**src/rtl/i2c_uvc_pkg.sv**
```systemverilog
// Shared types for the I2C register-access sequencer: master command codes,
// response error codes, sequencer states and handshake phases.
package i2c_uvc_pkg;

  typedef enum logic [2:0] {
    CMD_START   = 3'b000,
    CMD_WR      = 3'b001,
    CMD_RD      = 3'b010,
    CMD_STOP    = 3'b011,
    CMD_RESTART = 3'b100
  } cmd_e;

  typedef enum logic [1:0] {
    ERR_OK      = 2'b00,
    ERR_NACK    = 2'b01,
    ERR_TIMEOUT = 2'b10
  } err_e;

  typedef enum logic [3:0] {
    ST_IDLE, ST_START, ST_WR_DEV, ST_WR_REG, ST_WR_DATA,
    ST_RESTART, ST_WR_DEVR, ST_RD, ST_STOP, ST_RESP
  } state_e;

  typedef enum logic [1:0] {
    PH_RDY, PH_BLANK, PH_WAIT
  } phase_e;

  // din for the single read byte: master NACKs it since it is the last one
  localparam logic [7:0] RD_LAST_NACK = 8'h01;

  function automatic logic is_byte_cmd(input cmd_e c);
    return (c == CMD_WR) || (c == CMD_RD);
  endfunction

endpackage

```
**src/rtl/i2c_cmd_issuer.sv**
```systemverilog
// Single-command handshake with the byte-level I2C master: wait ready, strobe,
// blank one cycle, then wait for done_tick (WR/RD) or ready (START/RESTART/STOP).
module i2c_cmd_issuer
  import i2c_uvc_pkg::*;
(
  input  logic       clk_i,
  input  logic       rst_i,
  input  logic       go,
  input  logic [2:0] cmd,
  input  logic [7:0] din,
  input  logic       ready_i,
  input  logic       done_tick_i,
  input  logic       ack_i,
  input  logic [7:0] dout_i,
  output logic [2:0] cmd_o,
  output logic [7:0] din_o,
  output logic       wr_i2c_o,
  output logic       cmd_done,
  output logic       ack,
  output logic [7:0] data
);

  phase_e phase, phase_next;
  logic   byte_cmd;

  assign byte_cmd = is_byte_cmd(cmd_e'(cmd));

  always_ff @(posedge clk_i or posedge rst_i) begin
    if (rst_i) phase <= PH_RDY;
    else       phase <= phase_next;
  end

  always_comb begin
    phase_next = phase;
    wr_i2c_o   = 1'b0;
    cmd_done   = 1'b0;
    if (!go) begin
      phase_next = PH_RDY;
    end else begin
      case (phase)
        PH_RDY: if (ready_i) begin
          wr_i2c_o   = 1'b1;
          phase_next = PH_BLANK;
        end
        // master's ready is stale in the cycle right after the strobe
        PH_BLANK: phase_next = PH_WAIT;
        PH_WAIT: if (byte_cmd ? done_tick_i : ready_i) begin
          cmd_done   = 1'b1;
          phase_next = PH_RDY;
        end
        default: phase_next = PH_RDY;
      endcase
    end
  end

  assign cmd_o = go ? cmd : 3'b000;
  assign din_o = go ? din : 8'h00;
  assign ack   = ack_i;
  assign data  = dout_i;

endmodule

```
**src/rtl/i2c_reg_xfer_ctrl.sv**
```systemverilog
// Register read/write sequencer in front of the byte-level I2C master.
// Optional per-wait watchdog enabled by I2C_XFER_TIMEOUT_EN.
//
// state      | meaning
// IDLE       | ready for a request
// START      | issue START
// WR_DEV     | write {dev,0}
// WR_REG     | write register address
// WR_DATA    | write data byte (write only)
// RESTART    | repeated start (read only)
// WR_DEVR    | write {dev,1} (read only)
// RD         | read one byte, master NACKs it
// STOP       | issue STOP
// RESP       | hold response until consumed
module i2c_reg_xfer_ctrl
  import i2c_uvc_pkg::*;
#(
  parameter int TIMEOUT_CYCLES = 65535
) (
  input  logic       clk_i,
  input  logic       rst_i,
  input  logic       req_valid_i,
  output logic       req_ready_o,
  input  logic       req_rnw_i,
  input  logic [6:0] req_dev_addr_i,
  input  logic [7:0] req_reg_addr_i,
  input  logic [7:0] req_wdata_i,
  output logic       rsp_valid_o,
  input  logic       rsp_ready_i,
  output logic [7:0] rsp_rdata_o,
  output logic [1:0] rsp_err_o,
  output logic [2:0] cmd_o,
  output logic [7:0] din_o,
  output logic       wr_i2c_o,
  input  logic       ready_i,
  input  logic       done_tick_i,
  input  logic       ack_i,
  input  logic [7:0] dout_i
);

  state_e     state, state_next;
  logic       rnw;
  logic [6:0] dev;
  logic [7:0] reg_addr, wdata, rdata;
  err_e       err;
  cmd_e       cmd;
  logic [7:0] din, data;
  logic       go, cmd_done, ack, timeout;

  assign go = (state != ST_IDLE) && (state != ST_RESP);

  i2c_cmd_issuer u_issuer (
    .clk_i       (clk_i),
    .rst_i       (rst_i),
    .go          (go),
    .cmd         (cmd),
    .din         (din),
    .ready_i     (ready_i),
    .done_tick_i (done_tick_i),
    .ack_i       (ack_i),
    .dout_i      (dout_i),
    .cmd_o       (cmd_o),
    .din_o       (din_o),
    .wr_i2c_o    (wr_i2c_o),
    .cmd_done    (cmd_done),
    .ack         (ack),
    .data        (data)
  );

`ifdef I2C_XFER_TIMEOUT_EN
  logic [31:0] wait_cnt;

  always_ff @(posedge clk_i or posedge rst_i) begin
    if (rst_i)                    wait_cnt <= '0;
    else if (state_next != state) wait_cnt <= '0;
    else if (go)                  wait_cnt <= wait_cnt + 32'd1;
  end

  assign timeout = go && (wait_cnt == 32'(TIMEOUT_CYCLES - 1));
`else
  assign timeout = 1'b0;
`endif

  always_ff @(posedge clk_i or posedge rst_i) begin
    if (rst_i) state <= ST_IDLE;
    else       state <= state_next;
  end

  always_comb begin
    state_next = state;
    case (state)
      ST_IDLE: if (req_valid_i) state_next = ST_START;
      ST_RESP: if (rsp_ready_i) state_next = ST_IDLE;
      default: begin
        if (cmd_done) begin
          case (state)
            ST_START:   state_next = ST_WR_DEV;
            ST_WR_DEV:  state_next = ack ? ST_STOP : ST_WR_REG;
            ST_WR_REG:  state_next = ack ? ST_STOP : (rnw ? ST_RESTART : ST_WR_DATA);
            ST_WR_DATA: state_next = ST_STOP;
            ST_RESTART: state_next = ST_WR_DEVR;
            ST_WR_DEVR: state_next = ack ? ST_STOP : ST_RD;
            ST_RD:      state_next = ST_STOP;
            ST_STOP:    state_next = ST_RESP;
            default:    state_next = ST_IDLE;
          endcase
        end else if (timeout) begin
          // master assumed hung: no STOP
          state_next = ST_RESP;
        end
      end
    endcase
  end

  always_comb begin
    cmd = CMD_START;
    din = 8'h00;
    case (state)
      ST_START:   cmd = CMD_START;
      ST_WR_DEV:  begin cmd = CMD_WR; din = {dev, 1'b0}; end
      ST_WR_REG:  begin cmd = CMD_WR; din = reg_addr; end
      ST_WR_DATA: begin cmd = CMD_WR; din = wdata; end
      ST_RESTART: cmd = CMD_RESTART;
      ST_WR_DEVR: begin cmd = CMD_WR; din = {dev, 1'b1}; end
      ST_RD:      begin cmd = CMD_RD; din = RD_LAST_NACK; end
      ST_STOP:    cmd = CMD_STOP;
      default:    ;
    endcase
  end

  assign req_ready_o = (state == ST_IDLE);
  assign rsp_valid_o = (state == ST_RESP);
  assign rsp_rdata_o = rdata;
  assign rsp_err_o   = err;

  always_ff @(posedge clk_i or posedge rst_i) begin
    if (rst_i) begin
      rnw      <= 1'b0;
      dev      <= '0;
      reg_addr <= '0;
      wdata    <= '0;
      rdata    <= '0;
      err      <= ERR_OK;
    end else if (state == ST_IDLE && req_valid_i) begin
      rnw      <= req_rnw_i;
      dev      <= req_dev_addr_i;
      reg_addr <= req_reg_addr_i;
      wdata    <= req_wdata_i;
      rdata    <= '0;
      err      <= ERR_OK;
    end else if (cmd_done && cmd == CMD_WR && ack) begin
      err <= ERR_NACK;
    end else if (cmd_done && cmd == CMD_RD) begin
      rdata <= data;
    end else if (timeout && !cmd_done) begin
      err   <= ERR_TIMEOUT;
      rdata <= '0;
    end
  end

endmodule

```
**config.mk**
```make
export PLATFORM = sky130hd
export DESIGN_NAME = i2c_reg_xfer_ctrl
export DESIGN_NICKNAME = d
export VERILOG_FILES = /design/src/rtl/i2c_uvc_pkg.sv /design/src/rtl/i2c_cmd_issuer.sv /design/src/rtl/i2c_reg_xfer_ctrl.sv
export SDC_FILE = /design/constraint.sdc
export NUM_CORES = 1
export LEC_CHECK = 0
export BUFFER_PORTS_ARGS = -buffer_cell sky130_fd_sc_hd__buf_2
export CAP_MARGIN = 10
export CORE_MARGIN = 2
export CORE_UTILIZATION = 45
export DETAILED_ROUTE_END_ITERATION = 12
export GPL_TIMING_DRIVEN = 0
export PLACE_DENSITY = 0.72
export SETUP_SLACK_MARGIN = 0.3
export SLEW_MARGIN = 20
export SYNTH_ARGS = -nofsm -noshare
export SYNTH_HDL_FRONTEND = slang
export SYNTH_SLANG_ARGS = --single-unit
```
**constraint.sdc**
```tcl
create_clock -name clk_i -period 1.6 [get_ports clk_i]
set_clock_uncertainty 0.1 [all_clocks]
set_input_delay 0 -clock clk_i [delete_from_list [all_inputs] [get_ports clk_i]]
set_output_delay 0 -clock clk_i [all_outputs]
set_load 0.005 [all_outputs]
```
==> results.env <==
SYN_TO_FINAL_GROWTH_PCT=58.90
POWER.DENSITY_CELL_AREA_nW_PER_UM2=1533
ANTENNA_CELLS_INSERTED=0
CRITICAL-PATH-TOP-DELAY-FAMILY='simple AND/OR/NAND/NOR gates'
TIMING.CRITICAL_PATH.ARRIVAL_PS=1620
WORSTSKEWPAIRLATENCY_PS=300
CLOCK_PATH_BUFFERS=2
SYNTH_ASYNC_SR_FLOP_SHARE_PCT=100.0
POST_ROUTE_CELLS_DRIVE_ABOVE_1_SHARE_PCT=47.73
ROWS=24
DRT_ITER0_DRC=68
CLOCK_SINK_COUNT=39
WORSTSETUPSTARTPOINTTYPE='flip-flop'
WORSTHOLDPATHTYPE='in2reg'
MAPPEDNETLISTNETS=228
SHARE_COMB_OF_TOTAL_POWER_PCT=51.0
ROUTED-VIA-COUNT=1814
CLKTRANSATPATHREGS_PS=80
POST_SYNTH_INSTANCE_AREA_UM2=1982
WIRE_PER_INST_UM=14.00
GR-TOTAL-OVERFLOW=0
ANT_NETS=0
FIRST_GLOBAL_VIAS=1770
DIE-HEIGHT_UM=70.37
HOLD_SLACK_PS=34.92
GRT_SETUP_UNREPAIRED='true'
LAYOUT.CELLS.MOST_COMMON_LIST='sky130_fd_sc_hd__buf_2 (60), sky130_fd_sc_hd__dfrtp_1 (37), sky130_fd_sc_hd__dlygate4sd3_1 (35)'
POWER_REPORT.INTERNAL_TOTAL_mW=3.043
SEQ_AREA_FRAC_SYNTH_PCT=49.24
H-TREE-DEPTH=2
WORST-R2R-SETUP-SLACK_PS=-80
SYNTH-EDFF-COUNT=0
CRIT_REQUIRED_PS=1500
YOSYS_REGISTER_BITS=39
FINAL_COMMON_CELL='sky130_fd_sc_hd__buf_2'
CTS_ROOT_BUF='sky130_fd_sc_hd__clkbuf_8'
SYNTH_FLOP_CELL='sky130_fd_sc_hd__dfrtp_1'
CRITPATHSLOWESTCELL='sky130_fd_sc_hd__dfrtp_2'
DP_HPWL_UM=3064
P_SW_mW=1.784
YOSYSWARNINGS=0
CRIT_PATH_MAX_INCR_DELAY_PS=460
IO-PIN-COUNT=63
GRT_PASS1_WL_UM=8307
CTS_BUFFERS=5
GRT_START_MAX_NET_PINS=22
FINALWORSTPATHREQUIREDPERIOD_PS=1718
SYN_INST=189
CELL_CHAIN_CRITICAL_PATH='or2_4 > or3_4 > nand2b_1 > buf_2'
FINAL_CYCLE_SHARE_PCT=107.3
ANTENNA_VIOLATIONS_BEFORE_REPAIR=0
CTS_TREE='done'
SYNTH.TOP_CELLS.BY_AREA='sky130_fd_sc_hd__dfrtp_1 (49%), sky130_fd_sc_hd__mux2_2 (13%), sky130_fd_sc_hd__nand2_1 (6.1%)'
SYNTH.DISTINCT_CELLS=39
ENDPOINT_KIND_OF_THE_WORST_SETUP_TIMING_PATH='primary output'
FINALSETUPVIOLATIONS=42
POWER_LEAKAGE_nW=1.531
FAILING_CHECKS='setup timing'
PLACE_WS_PS=-255.5
CORE_AREA_UM2=4294
DESIGN.DIE.AREA_UM2=4951
FMAX_MHz=582.2
SYNTH_AREA_LEADER_CELL='sky130_fd_sc_hd__dfrtp_1'
TIMING.FINAL.MAX_SLEW_VIOLATIONS=0
SETUP.WORST_PATH.CLASS='reg2out'
FINAL_NET_COUNT=346
OUTCOME='finished with violations'
DRV_CAP=0
POST-ROUTE-DRC-COUNT=0
IO_BUFFER_COUNT=61
AVGSYNTHCELLAREA_UM2=10.49
FIN_TOTAL_PWR_mW=4.828
TRACK_USAGE_PCT=21.22
PWR-SHARE-CLK_PCT=14.0
WORST-PATH-MAX-FANOUT=6
POSTLAYOUTCOREUTIL_PCT=73.34
GP_ROUTABILITY_CONGESTION=0.7929
TIMING_HOLD_VIOLATIONS_FINAL=0
VIAS_PER_INST=5.039
NETLIST.AREA_LEADER.SHARE_PCT=49.24
START_UTIL_PCT=46.15
WORST_IR_DROP_VDD_mV=0.9189
P_SW_SHARE_PCT=36.96
DETAIL_ROUTE.WIRELENGTH_UM=5041
DRT-PASS1-ITER-COUNT=4
SEQ_POWER_SHARE_PCT=35.1
WORST_SLACK_PS=-117.5
FP.DIEW_UM=70.37
CP.BUFFERS_INVERTERS=1
-- logic make-up after synthesis --
group,after synthesis,synth area share (%)
compound gates,31,11.68
xor+xnor,1,0.4420
buf+inv,20,4.482
flops,39,49.24
mux,32,17.68
other cells,1,0.1892
simple gates,65,16.29
-- sequential cells by signal (all words and copies together) (netlist names) --
name	cells
reg_addr	8
rsp_rdata_o	8
u_issuer.phase	2
wdata	8
rnw	1
dev	7
rsp_err_o	1
state	4
-- cells in the mapped netlist, drive strengths merged (4+ instances only) --
cell    count
nand2      33
dfrtp      39
nor2        9
buf         5
mux2i       8
mux2       24
inv        11
clkbuf      4
a21oi       7
nand2b      6
nor2b       5
o21ai       7
a22oi       7
-- layer usage --
metal	GRT usage, %	wire, µm	up-vias
met5	0	0	-
met1	26.14	2079	863
met3	6.349	338	6
met4	4.487	43	0
met2	36.69	2579	60
li1	-	-	885
-- worst min-delay path: cells and delay by family --
kind | cells | cell delay (ps)
AO/OA/AOI/OAI | 3 | 250
buffers and inverters | 1 | 140
-- final cells by class --
class / count / area (µm²)
Timing Repair Buffer: 111 / 830.8
Sequential cell: 39 / 978.4
Buffer: 9 / 100.1
Inverter: 11 / 41.29
Tap cell: 52 / 65.06
Multi-Input combinational cell: 130 / 1049
Clock buffer: 6 / 72.57
Clock inverter: 2 / 12.51
Fill cell: 297 / 1145
-- power groups by stage --
stage                     sequential (mW)  clock [mW]  combinational, mW
after floorplan                      1.62           0               1.34
after global placement               1.66           0               1.78
after detailed placement             1.68           0               1.82
after CTS                            1.68       0.673               2.28
after global routing                 1.75       0.717               2.68
final                                1.69       0.675               2.46
-- repair_timing --
action / in CTS / in global routing
endpoints found under the hold margin: 74 / 0
hold buffers: 35 / 0
cloned: 0 / 0
pin swaps: 19 / 11
gates resized for setup: 33 / 19
endpoints found under the setup margin: 52 / 53
buffers inserted: 12 / 2
-- per-stage QoR --
| stage | cell area (µm²) | instances | TNS [ps] |
|---|---|---|---|
| after CTS | 3073 | 358 | -1782 |
| after floorplan | 2016 | 189 | -9.700 |
| after global routing | 3149 | 360 | -4746 |
| after global placement | 2386 | 302 | -3430 |
| final | 3149 | 360 | -2168 |
| after detailed placement | 2414 | 303 | -3714 |
-- final timing paths --
kind                            cells past startpoint                  from                         end
worst max-delay path                                4  state[1]$_DFFE_PP0P_                    cmd_o[0]
worst min-delay path                                4           req_valid_i        state[3]$_DFFE_PP0P_
max in group asynchronous                           4                 rst_i        wdata[2]$_DFFE_PP0P_
min in group asynchronous                           3                 rst_i  rsp_rdata_o[5]$_DFFE_PP0P_
worst min register to register                      1  wdata[0]$_DFFE_PP0P_        wdata[0]$_DFFE_PP0P_
worst max register to register                      5  state[0]$_DFFE_PP0P_        state[0]$_DFFE_PP0P_
Power figures use the tool's default switching activity.
